## config.mk

```make
export PLATFORM = sky130hd
export DESIGN_NAME = aq_biu_wtable_flat
export DESIGN_NICKNAME = d
export VERILOG_FILES = /design/src/rtl/aq_biu_wtable_if.sv /design/src/rtl/aq_biu_wtable.sv /design/src/flat_wrapper.sv
export SDC_FILE = /design/constraint.sdc
export NUM_CORES = 1
export LEC_CHECK = 0
export ABC_CLOCK_PERIOD_IN_PS = 2100
export CAP_MARGIN = 20
export CORE_MARGIN = 1.5
export CORE_UTILIZATION = 37
export DETAILED_ROUTE_END_ITERATION = 6
export PLACE_DENSITY = 0.88
export SYNTH_ARGS = -nofsm -noshare
export SYNTH_HDL_FRONTEND = slang
export SYNTH_SLANG_ARGS = --single-unit
```

## constraint.sdc

```tcl
create_clock -name forever_cpuclk -period 2.1 [get_ports forever_cpuclk]
set_clock_uncertainty 0.15 [all_clocks]
set_input_delay 0.315 -clock forever_cpuclk [delete_from_list [all_inputs] [get_ports forever_cpuclk]]
set_output_delay 0.315 -clock forever_cpuclk [all_outputs]
set_load 0.02 [all_outputs]
```

## src/rtl/aq_biu_wtable_if.sv

```systemverilog
`timescale 1ns/1ps
`default_nettype none
// ============================================================================
// Module   : aq_biu_wtable_if
// Purpose  : Allocate/retire/query bundle of the BIU write-outstanding table
// Revision : 1.0 - initial release
// ============================================================================
interface aq_biu_wtable_if #(
  parameter int DEPTH = 4,
  parameter int IDX_W = 2,
  parameter int PADDR = 40
);
  logic             wtable_create_vld;
  logic [PADDR-1:0] wtable_create_addr;
  logic             wtable_create_so;
  logic             wtable_create_burst;
  logic             wtable_create_rdy;
  logic [IDX_W-1:0] wtable_create_idx;
  logic             wtable_pop_vld;
  logic [IDX_W-1:0] wtable_pop_idx;
  logic [PADDR-1:0] araddr;
  logic [3:0]       arcache;
  logic [PADDR-1:0] awaddr;
  logic [3:0]       awcache;
  logic [1:0]       awlen;
  logic             ar_hit_wtable_addr;
  logic             ar_hit_wtable_so;
  logic             aw_hit_wtable_addr;
  logic             aw_hit_wtable_so;
  logic [DEPTH-1:0] wtable_vld;
  logic [IDX_W:0]   wtable_cnt;
  logic             wtable_full;
  logic             wtable_empty;
  logic             wtable_pop_err;

  modport slave (
    input  wtable_create_vld, wtable_create_addr, wtable_create_so,
           wtable_create_burst, wtable_pop_vld, wtable_pop_idx,
           araddr, arcache, awaddr, awcache, awlen,
    output wtable_create_rdy, wtable_create_idx,
           ar_hit_wtable_addr, ar_hit_wtable_so,
           aw_hit_wtable_addr, aw_hit_wtable_so,
           wtable_vld, wtable_cnt, wtable_full, wtable_empty, wtable_pop_err
  );

  modport master (
    output wtable_create_vld, wtable_create_addr, wtable_create_so,
           wtable_create_burst, wtable_pop_vld, wtable_pop_idx,
           araddr, arcache, awaddr, awcache, awlen,
    input  wtable_create_rdy, wtable_create_idx,
           ar_hit_wtable_addr, ar_hit_wtable_so,
           aw_hit_wtable_addr, aw_hit_wtable_so,
           wtable_vld, wtable_cnt, wtable_full, wtable_empty, wtable_pop_err
  );
endinterface
`default_nettype wire

```

## src/rtl/aq_biu_wtable.sv

```systemverilog
`timescale 1ns/1ps
`default_nettype none
// ============================================================================
// Module   : aq_biu_wtable
// Purpose  : DEPTH-entry write-outstanding table with address/SO hazard flags
// Revision : 1.0 - initial release
// ============================================================================
module aq_biu_wtable #(
  parameter int DEPTH   = 4,
  parameter int IDX_W   = 2,
  parameter int PADDR   = 40,
  parameter int CMP_HI  = 13,
  parameter int LINE_LO = 6,
  parameter int SUB_LO  = 4
) (
  input  wire logic      forever_cpuclk,
  input  wire logic      cpurst,
  aq_biu_wtable_if.slave bus
);

  localparam int               c_addr_w   = CMP_HI - SUB_LO + 1;
  localparam int               c_line_off = LINE_LO - SUB_LO;
  localparam logic [IDX_W:0]   c_depth    = (IDX_W+1)'(DEPTH);
  localparam logic [IDX_W:0]   c_one      = (IDX_W+1)'(1);

  logic [DEPTH-1:0]    r_vld;
  logic [DEPTH-1:0]    r_so;
  logic [DEPTH-1:0]    r_burst;
  logic [c_addr_w-1:0] r_addr [DEPTH];
  logic [IDX_W:0]      r_cnt;
  logic                r_pop_err;

  logic                w_full;
  logic                w_create_fire;
  logic                w_pop_hit;
  logic                w_pop_miss;
  logic [IDX_W-1:0]    w_free_idx;
  logic [DEPTH-1:0]    w_ar_hit;
  logic [DEPTH-1:0]    w_aw_hit;
  logic                w_so_pend;

  assign w_full        = (r_cnt == c_depth);
  assign w_create_fire = bus.wtable_create_vld & ~w_full;
  assign w_pop_hit     = bus.wtable_pop_vld &  r_vld[bus.wtable_pop_idx];
  assign w_pop_miss    = bus.wtable_pop_vld & ~r_vld[bus.wtable_pop_idx];

  // Descending scan so the lowest free index is the one left standing; 0 when full.
  always_comb begin
    w_free_idx = '0;
    for (int i = DEPTH-1; i >= 0; i--) begin
      if (!r_vld[i]) begin
        w_free_idx = IDX_W'(i);
      end
    end
  end

  always_ff @(posedge forever_cpuclk or posedge cpurst) begin
    if (cpurst) begin
      r_vld   <= '0;
      r_so    <= '0;
      r_burst <= '0;
      for (int i = 0; i < DEPTH; i++) begin
        r_addr[i] <= '0;
      end
    end else begin
      if (w_create_fire) begin
        r_vld[w_free_idx]   <= 1'b1;
        r_so[w_free_idx]    <= bus.wtable_create_so;
        r_burst[w_free_idx] <= bus.wtable_create_burst;
        r_addr[w_free_idx]  <= bus.wtable_create_addr[CMP_HI:SUB_LO];
      end
      // Pop only touches a valid entry, so it never collides with the create slot.
      if (w_pop_hit) begin
        r_vld[bus.wtable_pop_idx] <= 1'b0;
      end
    end
  end

  always_ff @(posedge forever_cpuclk or posedge cpurst) begin
    if (cpurst) begin
      r_cnt     <= '0;
      r_pop_err <= 1'b0;
    end else begin
      r_pop_err <= w_pop_miss;
      case ({w_create_fire, w_pop_hit})
        2'b10:   r_cnt <= r_cnt + c_one;
        2'b01:   r_cnt <= r_cnt - c_one;
        default: r_cnt <= r_cnt;
      endcase
    end
  end

  for (genvar g = 0; g < DEPTH; g++) begin : g_entry
    logic w_burst_sel;
    logic w_aw_line_eq;
    logic w_aw_sub_eq;
    logic w_ar_line_eq;

    // A full-length AW burst widens the compare to the whole line.
    assign w_burst_sel  = r_burst[g] | (bus.awlen == 2'b11);
    assign w_aw_line_eq = (r_addr[g][c_addr_w-1:c_line_off] == bus.awaddr[CMP_HI:LINE_LO]);
    assign w_aw_sub_eq  = (r_addr[g] == bus.awaddr[CMP_HI:SUB_LO]);
    assign w_ar_line_eq = (r_addr[g][c_addr_w-1:c_line_off] == bus.araddr[CMP_HI:LINE_LO]);
    assign w_aw_hit[g]  = r_vld[g] & (w_burst_sel ? w_aw_line_eq : w_aw_sub_eq);
    assign w_ar_hit[g]  = r_vld[g] & w_ar_line_eq;
  end

  assign w_so_pend = |(r_vld & r_so);

  assign bus.ar_hit_wtable_addr = |w_ar_hit;
  assign bus.aw_hit_wtable_addr = |w_aw_hit;
  assign bus.ar_hit_wtable_so   = ~bus.arcache[1] & w_so_pend;
  assign bus.aw_hit_wtable_so   = ~bus.awcache[1] & w_so_pend;

  assign bus.wtable_create_rdy  = ~w_full;
  assign bus.wtable_create_idx  = w_free_idx;
  assign bus.wtable_vld         = r_vld;
  assign bus.wtable_cnt         = r_cnt;
  assign bus.wtable_full        = w_full;
  assign bus.wtable_empty       = (r_cnt == '0);
  assign bus.wtable_pop_err     = r_pop_err;

  logic w_unused;
  assign w_unused = ^{bus.wtable_create_addr[PADDR-1:CMP_HI+1],
                      bus.wtable_create_addr[SUB_LO-1:0],
                      bus.araddr[PADDR-1:CMP_HI+1], bus.araddr[LINE_LO-1:0],
                      bus.awaddr[PADDR-1:CMP_HI+1], bus.awaddr[SUB_LO-1:0],
                      bus.arcache[3:2], bus.arcache[0],
                      bus.awcache[3:2], bus.awcache[0]};

endmodule
`default_nettype wire

```

## src/flat_wrapper.sv

```systemverilog
// flat-port wrapper written by rule: the top's interface ports become plain ports
module aq_biu_wtable_flat 
#(
  parameter int DEPTH   = 4,
  parameter int IDX_W   = 2,
  parameter int PADDR   = 40,
  parameter int CMP_HI  = 13,
  parameter int LINE_LO = 6,
  parameter int SUB_LO  = 4
)
  (forever_cpuclk, cpurst, bus_wtable_create_vld, bus_wtable_create_addr, bus_wtable_create_so, bus_wtable_create_burst, bus_wtable_pop_vld, bus_wtable_pop_idx, bus_araddr, bus_arcache, bus_awaddr, bus_awcache, bus_awlen, bus_wtable_create_rdy, bus_wtable_create_idx, bus_ar_hit_wtable_addr, bus_ar_hit_wtable_so, bus_aw_hit_wtable_addr, bus_aw_hit_wtable_so, bus_wtable_vld, bus_wtable_cnt, bus_wtable_full, bus_wtable_empty, bus_wtable_pop_err);
  aq_biu_wtable_if #(.DEPTH(DEPTH), .IDX_W(IDX_W), .PADDR(PADDR)) bus_i ();
  input  wire logic forever_cpuclk;
  input  wire logic cpurst;
  input wire logic [$bits(bus_i.wtable_create_vld)-1:0] bus_wtable_create_vld;
  input wire logic [$bits(bus_i.wtable_create_addr)-1:0] bus_wtable_create_addr;
  input wire logic [$bits(bus_i.wtable_create_so)-1:0] bus_wtable_create_so;
  input wire logic [$bits(bus_i.wtable_create_burst)-1:0] bus_wtable_create_burst;
  input wire logic [$bits(bus_i.wtable_pop_vld)-1:0] bus_wtable_pop_vld;
  input wire logic [$bits(bus_i.wtable_pop_idx)-1:0] bus_wtable_pop_idx;
  input wire logic [$bits(bus_i.araddr)-1:0] bus_araddr;
  input wire logic [$bits(bus_i.arcache)-1:0] bus_arcache;
  input wire logic [$bits(bus_i.awaddr)-1:0] bus_awaddr;
  input wire logic [$bits(bus_i.awcache)-1:0] bus_awcache;
  input wire logic [$bits(bus_i.awlen)-1:0] bus_awlen;
  output wire logic [$bits(bus_i.wtable_create_rdy)-1:0] bus_wtable_create_rdy;
  output wire logic [$bits(bus_i.wtable_create_idx)-1:0] bus_wtable_create_idx;
  output wire logic [$bits(bus_i.ar_hit_wtable_addr)-1:0] bus_ar_hit_wtable_addr;
  output wire logic [$bits(bus_i.ar_hit_wtable_so)-1:0] bus_ar_hit_wtable_so;
  output wire logic [$bits(bus_i.aw_hit_wtable_addr)-1:0] bus_aw_hit_wtable_addr;
  output wire logic [$bits(bus_i.aw_hit_wtable_so)-1:0] bus_aw_hit_wtable_so;
  output wire logic [$bits(bus_i.wtable_vld)-1:0] bus_wtable_vld;
  output wire logic [$bits(bus_i.wtable_cnt)-1:0] bus_wtable_cnt;
  output wire logic [$bits(bus_i.wtable_full)-1:0] bus_wtable_full;
  output wire logic [$bits(bus_i.wtable_empty)-1:0] bus_wtable_empty;
  output wire logic [$bits(bus_i.wtable_pop_err)-1:0] bus_wtable_pop_err;
  assign bus_i.wtable_create_vld = bus_wtable_create_vld;
  assign bus_i.wtable_create_addr = bus_wtable_create_addr;
  assign bus_i.wtable_create_so = bus_wtable_create_so;
  assign bus_i.wtable_create_burst = bus_wtable_create_burst;
  assign bus_i.wtable_pop_vld = bus_wtable_pop_vld;
  assign bus_i.wtable_pop_idx = bus_wtable_pop_idx;
  assign bus_i.araddr = bus_araddr;
  assign bus_i.arcache = bus_arcache;
  assign bus_i.awaddr = bus_awaddr;
  assign bus_i.awcache = bus_awcache;
  assign bus_i.awlen = bus_awlen;
  assign bus_wtable_create_rdy = bus_i.wtable_create_rdy;
  assign bus_wtable_create_idx = bus_i.wtable_create_idx;
  assign bus_ar_hit_wtable_addr = bus_i.ar_hit_wtable_addr;
  assign bus_ar_hit_wtable_so = bus_i.ar_hit_wtable_so;
  assign bus_aw_hit_wtable_addr = bus_i.aw_hit_wtable_addr;
  assign bus_aw_hit_wtable_so = bus_i.aw_hit_wtable_so;
  assign bus_wtable_vld = bus_i.wtable_vld;
  assign bus_wtable_cnt = bus_i.wtable_cnt;
  assign bus_wtable_full = bus_i.wtable_full;
  assign bus_wtable_empty = bus_i.wtable_empty;
  assign bus_wtable_pop_err = bus_i.wtable_pop_err;
  aq_biu_wtable #(.DEPTH(DEPTH), .IDX_W(IDX_W), .PADDR(PADDR), .CMP_HI(CMP_HI), .LINE_LO(LINE_LO), .SUB_LO(SUB_LO)) u_core (.forever_cpuclk(forever_cpuclk), .cpurst(cpurst), .bus(bus_i));
endmodule
```

== Word-level counts from Yosys, hierarchy flattened ==
Index checks and enable logic that the tools add are counted.

* Bits in registers: 56
* Bits of input ports: 138

* $add $sub $neg: 2
* $lt $le $gt $ge: 6
* Equality and inequality tests: 16
* Multiplexer cells: 22
* Bitwise logic cells: 26
* Reductions and logical operators: 8

{| class="wikitable"
|+ Operators with widths
! operator !! number
|-
| 8-bit == test || 8
|-
| 40-bit bitwise mux || 1
|-
| 10-bit == test || 4
|-
| 10-bit demux with 2-bit select || 1
|-
| 1-bit bitwise AND || 13
|-
| 4-bit OR reduction || 3
|-
| 10-bit 2-to-1 mux || 1
|-
| 4-bit bitwise AND || 2
|-
| 4-bit bitwise mux || 2
|-
| 2-bit 2-to-1 mux || 4
|-
| 4-bit 2-to-1 mux || 2
|-
| 1-bit 2-to-1 mux || 7
|-
| 2-bit by 3-bit less-than comparator with 1-bit output (second input constant) || 2
|-
| 3-bit case mux with 2 select lines || 1
|-
| 1-bit demux with 2-bit select || 2
|-
| 2-bit == test (second input constant) || 2
|-
| 2-bit by 1-bit >= comparator with 1-bit output (second input constant) || 2
|-
| 1-bit NOT || 4
|-
| 4-bit NOT || 1
|-
| 1-bit OR || 4
|-
| 4-bit OR || 1
|-
| 3-bit by 1-bit adder with 3-bit output (second input constant) || 1
|-
| 3-bit == test (second input constant) || 1
|-
| 3-bit >= comparator (second input constant) || 1
|-
| other kinds (8) || 10
|}

== Depth between registers and ports, before layout ==
Gate-level depths: netlist of run 1.

* Word-level depth: 12
* Depth in mapped cells: 8

== Worst setup path after synthesis of run 1 ==
OpenSTA, ideal clock, no wires.

* Path type: register to register
* Start: register u_core.r_cnt[0] (netlist: u_core.bus.wtable_cnt[0])
* End: register u_core.r_cnt[2] (netlist: u_core.bus.wtable_cnt[2])
* Setup time: 80 ps
* Data arrival time: 2031 ps
* Setup slack: -161 ps
* Cell stages (with the launch flop): 9
* Path buffers: 0
* Cell sequence: dfrtp_1 > or3b_4 > nand2_4 > ha_1 > inv_1 > fa_1 > xor2_1 > nor2_1 > xor2_1

* Cells in the longest elaborated chain, start to end: 5
* Elaborated cells on any way between the ends: 9

{| class="wikitable"
|+ Ends and longest elaborated chain
! element !! line !! RTL
|-
| from (decl) || aq_biu_wtable.sv:30 || <nowiki>logic [IDX_W:0] r_cnt;</nowiki>
|-
| from (signal assigned) || aq_biu_wtable.sv:86 || <nowiki>2'b10: r_cnt <= r_cnt + c_one;</nowiki>
|-
| from (signal assigned) || aq_biu_wtable.sv:87 || <nowiki>2'b01: r_cnt <= r_cnt - c_one;</nowiki>
|-
| from (signal assigned) || aq_biu_wtable.sv:88 || <nowiki>default: r_cnt <= r_cnt;</nowiki>
|-
| 3-bit == test (*) || aq_biu_wtable.sv:42 || <nowiki>assign w_full = (r_cnt == c_depth);</nowiki>
|-
| 1-bit NOT (*) || -- ||
|-
| named net bus_wtable_create_rdy || flat_wrapper.sv:26 || <nowiki>output wire logic [$bits(bus_i.wtable_create_rdy)-1:0] bus_wtable_create_rdy;</nowiki>
|-
| 1-bit bitwise AND (*) || aq_biu_wtable.sv:43 || <nowiki>assign w_create_fire = bus.wtable_create_vld & ~w_full;</nowiki>
|-
| 2-bit by 1-bit == test with 1-bit output or 2-bit == test (tied branches) || aq_biu_wtable.sv:85 || <nowiki>case ({w_create_fire, w_pop_hit})</nowiki>
|-
| 3-bit case mux with 2 select lines or 2-bit nonzero test (tied branches) || -- ||
|}

Mark *: on every way through the listed nets, which the timed path passes. The rest lies on a longest branch.
A chain may end at the register's enable or synchronous reset.

== Final worst setup path of run 1 ==
* Start: input bus_awlen[1]
* End: output bus_aw_hit_wtable_addr

* Cells in the longest elaborated chain, start to end: 5
* Elaborated cells on any way between the ends: 14

{| class="wikitable"
|+ Ends and longest elaborated chain
! element !! line !! RTL
|-
| from (decl) || flat_wrapper.sv:25 || <nowiki>input wire logic [$bits(bus_i.awlen)-1:0] bus_awlen;</nowiki>
|-
| 2-bit == test (*) || aq_biu_wtable.sv:100 || <nowiki>assign w_burst_sel = r_burst[g] | (bus.awlen == 2'b11);</nowiki>
|-
| 1-bit OR || aq_biu_wtable.sv:100 ||
|-
| 1-bit 2-to-1 mux || aq_biu_wtable.sv:104 || <nowiki>assign w_aw_hit[g] = r_vld[g] & (w_burst_sel ? w_aw_line_eq : w_aw_sub_eq);</nowiki>
|-
| 1-bit bitwise AND || aq_biu_wtable.sv:104 ||
|-
| 4-bit OR reduction (*) || aq_biu_wtable.sv:111 || <nowiki>assign bus.aw_hit_wtable_addr = |w_aw_hit;</nowiki>
|-
| to (decl) || flat_wrapper.sv:30 || <nowiki>output wire logic [$bits(bus_i.aw_hit_wtable_addr)-1:0] bus_aw_hit_wtable_addr;</nowiki>
|}

Every way passes the cells marked *; elsewhere a longest branch is shown, timed or not.

==> metrics.md, run 1 <==
| Metric | Value |
|---|---|
| Status | `finished, violations left` |
| Failing checks | `negative setup slack` |
| Routed length on met3 | `359 um` |
| TritonCTS clock tree | `done` |
| Number of buffers inserted for hold repair after clock tree synthesis | `0` |
| Tightest Pin Transition | `309.8 ps` |
| Cts bufs inserted | `5` |
| Cell with the largest stage delay on the worst path | `sky130_fd_sc_hd__or4_1` |
| Mapped cell area | `3187 um2` |
| Average wire per cell in the routed design | `17.16 um` |
| Count of final setup violators | `2` |
| Critical path type | `input port to output port` |
| Number of detailed-routing iterations run before antenna repair | `4` |
| Critical path cell sequence | `clkdlybuf4s50_1 > a221oi_2 > nor4_1 > or4_1 > buf_6` |
| Die X-Extent | `95.81 um` |
| Number of pins exceeding their max-slew limit in the final report | `0` |
| Final critical-path setup slack | `-306.1 ps` |
| Latest clock arrival within the worst-skew pair | `300 ps` |
| Clock-pin slew on the worst setup and hold paths | `100 ps` |
| Final Hold Vio Count | `0` |
| R2R cell count | `6` |
| Pin count of the biggest net entering global routing | `57` |
| Dominant register cell in the synthesized netlist | `sky130_fd_sc_hd__dfrtp_1` |
| Number of ports placed on the die boundary | `155` |
| Hold WC Path Type | `input port to async pin` |
| Clock period minus final worst setup slack | `2406 ps` |
| Final HPWL DP | `6108 um` |
| Final RePlAce weighted congestion | `0.8683` |
| Final Hold Slack | `223.5 ps` |
| Wire length of the first global-routing pass | `12630 um` |
| Number of nets at the end of the flow | `508` |
| Average via count per standard cell | `5.053` |
| Global-route usage over all layers | `18.34%` |
| Share of the synthesized area in the top cell type | `43.97%` |
| Vias in the first global route | `2492` |
| DRC violation total after the first TritonRoute iteration | `113` |
| Synthesized netlist cell count | `268` |
| Accumulated negative setup slack | `-337.2 ps` |
| Row cnt | `33` |
| Antenna diodes | `0` |
| Cell family with the largest share of critical-path delay | `buffers and inverters` |
| Placed cell count | `460` |
| Ratio of cells with drive above 1 in the final layout | `36.86%` |
| Core footprint | `8299 um2` |
| CP Capture Type | `output port` |
| IO buf count | `56` |
| Critical Path Start Type | `input port` |
| Routed metal-1 wirelength | `3608 um` |
| Fin crit share | `114.6%` |
| Warnings, synthesis | `0` |
| Syn_area_per_cell | `11.89 um2` |
| Number of flops mapped to enable cells by yosys | `0` |
| Max stage delay on crit path | `560 ps` |
| Unrepaired setup endpoints after global routing | `yes` |
| Number of levels the H-tree was split into | `2` |
| Count of clock tree sinks | `56` |
| Initial cell density of the core | `38.40%` |
| Number of remaining DRC errors | `0` |
| Number of buffers and inverters on the critical path | `2` |
| Final core utilization | `52.59%` |
| Power density of the placed cells | `1408 nW/um2` |
| Non-filler cells, final | `474` |
| Number of inserted filler cells in the final layout | `716` |
| Max_slew headroom | `79.05%` |
| Share of synthesized area occupied by flip-flops and latches | `43.97%` |
| Antenna-violating nets left | `0` |
| Highest clock frequency the design can meet | `415.6 MHz` |
| Critical R2R Launch | `u_core.bus.wtable_vld[3]` |
| Buffer type at the clock tree root | `sky130_fd_sc_hd__clkbuf_8` |
| Most repeated cell in the gate-level netlist after synthesis | `sky130_fd_sc_hd__dfrtp_1` |
| Most common library cells after synthesis | `sky130_fd_sc_hd__dfrtp_1, sky130_fd_sc_hd__xnor2_1, sky130_fd_sc_hd__mux2_2, sky130_fd_sc_hd__xor2_1, sky130_fd_sc_hd__nand2_1` |
| Number of nets in the synthesized netlist | `408` |
| Cells taking the most area after synthesis | `sky130_fd_sc_hd__dfrtp_1, sky130_fd_sc_hd__mux2_2, sky130_fd_sc_hd__xnor2_1, sky130_fd_sc_hd__xor2_1, sky130_fd_sc_hd__mux2_4` |
| Top routing layer used | `met4` |
| Antenna violations before repair | `0` |
| Max Cap Violations | `0` |
| Reg-to-reg setup timing slack | `20 ps` |
| Maximum fanout count along the critical path | `4` |
| Post-synthesis to final-layout area growth | `36.95%` |
| Critical R2R Capture | `u_core.bus.wtable_cnt[1]` |
| Total via count in the routed design | `2395` |
| GR Overflow Total | `0` |
| Total wire length after detailed routing | `8134 um` |
| Post-synth cell types | `35` |
| Die extent in y | `95.81 um` |
| Library cell occupying the most area in the post-synthesis netlist | `sky130_fd_sc_hd__dfrtp_1` |
| Full die area | `9179 um2` |
| Share of async-settable or async-resettable flops after synthesis | `100.0%` |
| Number of flip-flops and latches in the synthesized netlist | `56` |
| Endpoint required time on the critical path | `1630 ps` |
| CTS max path bufs | `2` |
| Arrival time of the worst setup path | `1940 ps` |
| Total leakage power | `1.912 nW` |
| Metal2 WL | `4064 um` |
| Peak ir drop on the vdd network | `0.0007267 V` |
## what timing repair did
item,CTS,global route
gates resized for setup,40,12
pin swaps,7,5
endpoints found under the setup margin,11,7
setup buffers,6,0
hold endpoints to repair,0,0
## metal layers
metal | global-route usage, % | vias up
li1 | - | 1123
met1 | 24.18 | 1203
met2 | 31.40 | 58
met3 | 3.318 | 11
met4 | 3.799 | 0
met5 | 0 | -
## state kept, by name (all words and copies together), names as in the netlist
signal / cells
u_core.r_addr: 40
u_core.bus.wtable_pop_err: 1
u_core.bus.wtable_cnt: 3
u_core.bus.wtable_vld: 4
u_core.r_so: 4
u_core.r_burst: 4
## worst max-delay path by stage
| stage | from | slack [ps] | cells past startpoint | to |
|---|---|---|---|---|
| final | bus_awlen[1] | -310 | 5 | bus_aw_hit_wtable_addr |
| after global routing | u_core.r_addr[1] | -390 | 5 | bus_aw_hit_wtable_addr |
| after detailed placement | bus_awaddr[5] | -900 | 6 | bus_aw_hit_wtable_addr |
| after global placement | bus_awaddr[5] | -840 | 6 | bus_aw_hit_wtable_addr |
| after CTS | u_core.r_addr[20] | -330 | 5 | bus_aw_hit_wtable_addr |
| after floorplan | u_core.bus.wtable_cnt[1] | -30 | 8 | u_core.bus.wtable_cnt[2] |
## tightest hold or removal path, stage by stage
cell and delay, ps:
sky130_fd_sc_hd__clkdlybuf4s50_1 410, sky130_fd_sc_hd__inv_2 70, sky130_fd_sc_hd__buf_12 280
## stage by stage
stage                     setup WS [ps]  total power, mW  cell area, um2
final                            -306.1            6.145            4364
after global routing             -385.9            6.502            4364
after CTS                        -331.7            6.103            4343
after detailed placement         -899.1            5.296            4175
after global placement           -842.4            5.157            4175
after floorplan                  -31.43            3.984            3213
## cell families (layout without fill, tap and decap cells)
kind of cell	after synthesis	in the layout	synth area share, %
mux	50	50	19.04
fa+ha+maj	2	2	1.021
compound gates	10	10	2.277
flops	56	56	43.97
buf+inv	22	123	3.691
simple gates	53	53	9.384
xor+xnor	75	75	20.61
## where the power goes
group          leakage [nW]  internal, mW  switching (mW)
combinational          1.19          1.88            1.38
clock                0.0614         0.391           0.361
sequential            0.656          1.64           0.492
## cell type report
class                      count  area, um2  area share, %
multi-input combinational    190       1730          39.65
sequential                    56       1410          32.31
timing repair buffer         109      948.4          21.73
tap                          105      131.4          3.010
clock buffer                   6      82.58          1.892
clock inverter                 2      38.79         0.8888
inverter                       6      22.52         0.5161
## cell usage in the layout (no fill, tap or decap), drive strengths merged, types with 2 or more instances in the layout
cell type | netlist | routed
nand4 | 9 | 9
a221oi | 5 | 5
clkdlybuf4s50 | 0 | 31
xor2 | 30 | 30
or3 | 2 | 2
xnor2 | 45 | 45
nor4 | 8 | 8
nand3 | 5 | 5
nor3 | 7 | 7
a21oi | 3 | 3
dfrtp | 56 | 56
clkbuf | 10 | 7
nand2b | 2 | 2
inv | 6 | 6
nand2 | 11 | 11
nor2 | 3 | 3
mux2 | 48 | 48
dlymetal6s2s | 0 | 3
dlygate4sd2 | 0 | 17
buf | 6 | 57
No activity file was read; power rests on OpenSTA's default activity.
==> inputs of run 2 (changes only) <==
- GPL_TIMING_DRIVEN: default -> 0
==> run 2 against run 1 <==
Power decreased by 4.6%. Critical path type is now register to output port. Worst hold slack worse by 20 ps. Sequential cell count stayed put. Register-to-register slack worse by 170 ps. First-iteration DRC count decreased by 5.3%. The flow still finishes with violations (negative setup slack). Utilization decreased by 2.7 points.
==> metrics.md, run 2 (synthesized netlist as in run 1, its figures left out) <==
| Metric | Value |
|---|---|
| Total wire length after detailed routing | `8046 um (-1.1%)` |
| Die X-Extent | `95.81 um (unchanged)` |
| GR Overflow Total | `0 (unchanged)` |
| Buffer type at the clock tree root | `sky130_fd_sc_hd__clkbuf_8` |
| Critical Path Start Type | `register` |
| Non-filler cells, final | `443 (-6.5%)` |
| Clock-pin slew on the worst setup and hold paths | `100 ps (about the same)` |
| Antenna violations before repair | `0 (unchanged)` |
| Max Cap Violations | `0 (unchanged)` |
| Ratio of cells with drive above 1 in the final layout | `32.25% (-4.6 points)` |
| Final critical-path setup slack | `-292.2 ps (+13.88 ps)` |
| Placed cell count | `420 (-8.7%)` |
| Final RePlAce weighted congestion | `0.9392 (+8.2%)` |
| Global-route usage over all layers | `18.21% (-0.13 points)` |
| Antenna-violating nets left | `0 (unchanged)` |
| Most common cell after layout, fill and taps aside | `sky130_fd_sc_hd__dfrtp_1` |
| Number of inserted filler cells in the final layout | `723 (+0.98%)` |
| Cts bufs inserted | `5 (unchanged)` |
| Number of detailed-routing iterations run before antenna repair | `4 (unchanged)` |
| Arrival time of the worst setup path | `1930 ps (about the same)` |
| Final Instance Area | `4144 um2 (-5.0%)` |
| Wire length of the first global-routing pass | `12390 um (-1.9%)` |
| Status | `finished, violations left` |
| Peak ir drop on the vdd network | `0.0008003 V (+10%)` |
| R2R cell count | `9 (+3)` |
| Fin crit share | `113.9% (-0.66 points)` |
| Area post-placement | `3825 um2 (-8.4%)` |
| Clock period minus final worst setup slack | `2392 ps (-13.88 ps)` |
| Flip-flop count of the largest register, all copies and words added | `40 (unchanged)` |
| Latest clock arrival within the worst-skew pair | `320 ps (+20 ps)` |
| Leading cell types in the layout, fill and taps excluded | `sky130_fd_sc_hd__dfrtp_1, sky130_fd_sc_hd__xnor2_1, sky130_fd_sc_hd__mux2_2` |
| Tightest Pin Transition | `550.5 ps (+240.7 ps)` |
| Endpoint required time on the critical path | `1630 ps (about the same)` |
| Average via count per standard cell | `5.217 (+3.2%)` |
| Total via count in the routed design | `2311 (-3.5%)` |
| Average wire per cell in the routed design | `18.16 um (+5.8%)` |
| Core footprint | `8299 um2 (unchanged)` |
| Reg-to-reg setup timing slack | `-150 ps (-170 ps)` |
| Maximum fanout count along the critical path | `2 (-2)` |
| Failing checks | `negative setup slack` |
| Total leakage power | `1.752 nW (-8.4%)` |
| Power density of the placed cells | `1415 nW/um2 (+0.51%)` |
| Count of clock tree sinks | `56 (unchanged)` |
| Number of pins exceeding their max-slew limit in the final report | `0 (unchanged)` |
| Count of final setup violators | `6 (+4)` |
| Full die area | `9179 um2 (unchanged)` |
| Initial cell density of the core | `38.40% (unchanged)` |
| Die extent in y | `95.81 um (unchanged)` |
| Final Hold Vio Count | `0 (unchanged)` |
| Number of nets at the end of the flow | `477 (-6.1%)` |
| Max_slew headroom | `63.25% (-16 points)` |
| TritonCTS clock tree | `done` |
| Hold WC Path Type | `input port to async pin` |
| Unrepaired setup endpoints after global routing | `yes` |
| CTS max path bufs | `2 (unchanged)` |
| Critical path type | `register to output port` |
| Vias in the first global route | `2436 (-2.2%)` |
| Highest clock frequency the design can meet | `418.0 MHz (+0.58%)` |
| Antenna diodes | `0 (unchanged)` |
| Number of levels the H-tree was split into | `2 (unchanged)` |
| Pin count of the biggest net entering global routing | `32 (-44%)` |
| Largest register by flop count | `u_core.r_addr` |
| Post-synthesis to final-layout area growth | `30.04%` |
| Final HPWL DP | `5831 um (-4.5%)` |
| CP Capture Type | `output port` |
| Row cnt | `33 (unchanged)` |
| Number of remaining DRC errors | `0 (unchanged)` |
| Number of ports placed on the die boundary | `155 (unchanged)` |
| DRC violation total after the first TritonRoute iteration | `107 (-5.3%)` |
| Number of buffers inserted for hold repair after clock tree synthesis | `0 (unchanged)` |
| IO buf count | `46 (-18%)` |
-- run 2: per-stage QoR --
| stage | total power [mW] | setup slack, ps | TNS, ps | hold WS (ps) | util [%] |
|---|---|---|---|---|---|
| 6_report | 5.865 | -292.2 | -596.7 | 203.8 | 49.93 |
| 5_1_grt | 6.217 | -376.2 | -1017 | 253.7 | 49.93 |
| 4_1_cts | 5.670 | -331.5 | -497.9 | 226.1 | 48.32 |
| 3_5_place_dp | 4.847 | -750.3 | -9818 | 330.9 | 46.09 |
| 3_3_place_gp | 4.721 | -833.6 | -46620 | 329.2 | 45.85 |
| 2_1_floorplan | 3.984 | -31.43 | -31.43 | 302.7 | - |
-- run 2: area by class of cell --
type	instances	area (um2)	share of cell area, %
clock inverters	2	38.79	0.9360
inverters	6	22.52	0.5435
well taps	105	131.4	3.170
plain buffers	16	105.1	2.536
clock buffers	6	82.58	1.993
repair buffers	62	599.3	14.46
flip-flops and latches	56	1410	34.03
multi-input cells	190	1754	42.33
-- run 2: per-layer routing --
metal  part of all wire [%]  global-route usage [%]
met5                      0                       0
met4                    1.3                   6.618
met3                    5.5                   3.712
met1                     43                   24.04
met2                     50                   29.46
-- run 2: what timing repair did --
action,4_1_cts,5_1_grt
pin swaps,6,15
setup endpoints to repair,29,16
gates cloned,0,1
buffers inserted,7,7
gates resized for setup,38,21
-- run 2: final timing paths --
path                                               to                      from
setup / recovery               bus_aw_hit_wtable_addr         u_core.r_addr[30]
hold / removal               u_core.bus.wtable_cnt[2]                    cpurst
setup reg to reg             u_core.bus.wtable_cnt[2]  u_core.bus.wtable_vld[0]
hold reg to reg              u_core.bus.wtable_cnt[2]  u_core.bus.wtable_cnt[2]
max in group asynchronous           u_core.r_addr[24]                    cpurst
min in group forever_cpuclk  u_core.bus.wtable_cnt[2]  u_core.bus.wtable_cnt[2]
-- run 2: where the power goes --
group / switching (mW) / internal [mW] / total, mW
clock network: 0.354 / 0.390 / 0.744
registers: 0.622 / 1.64 / 2.26
logic: 1.24 / 1.62 / 2.86
-- run 2: worst max-delay path, cell delays in order, from the launching register on --
cell and delay (ps):
sky130_fd_sc_hd__dfrtp_1 400, sky130_fd_sc_hd__xnor2_1 140, sky130_fd_sc_hd__a221oi_2 260, sky130_fd_sc_hd__nor4_1 70
sky130_fd_sc_hd__or4_1 580, sky130_fd_sc_hd__buf_6 160
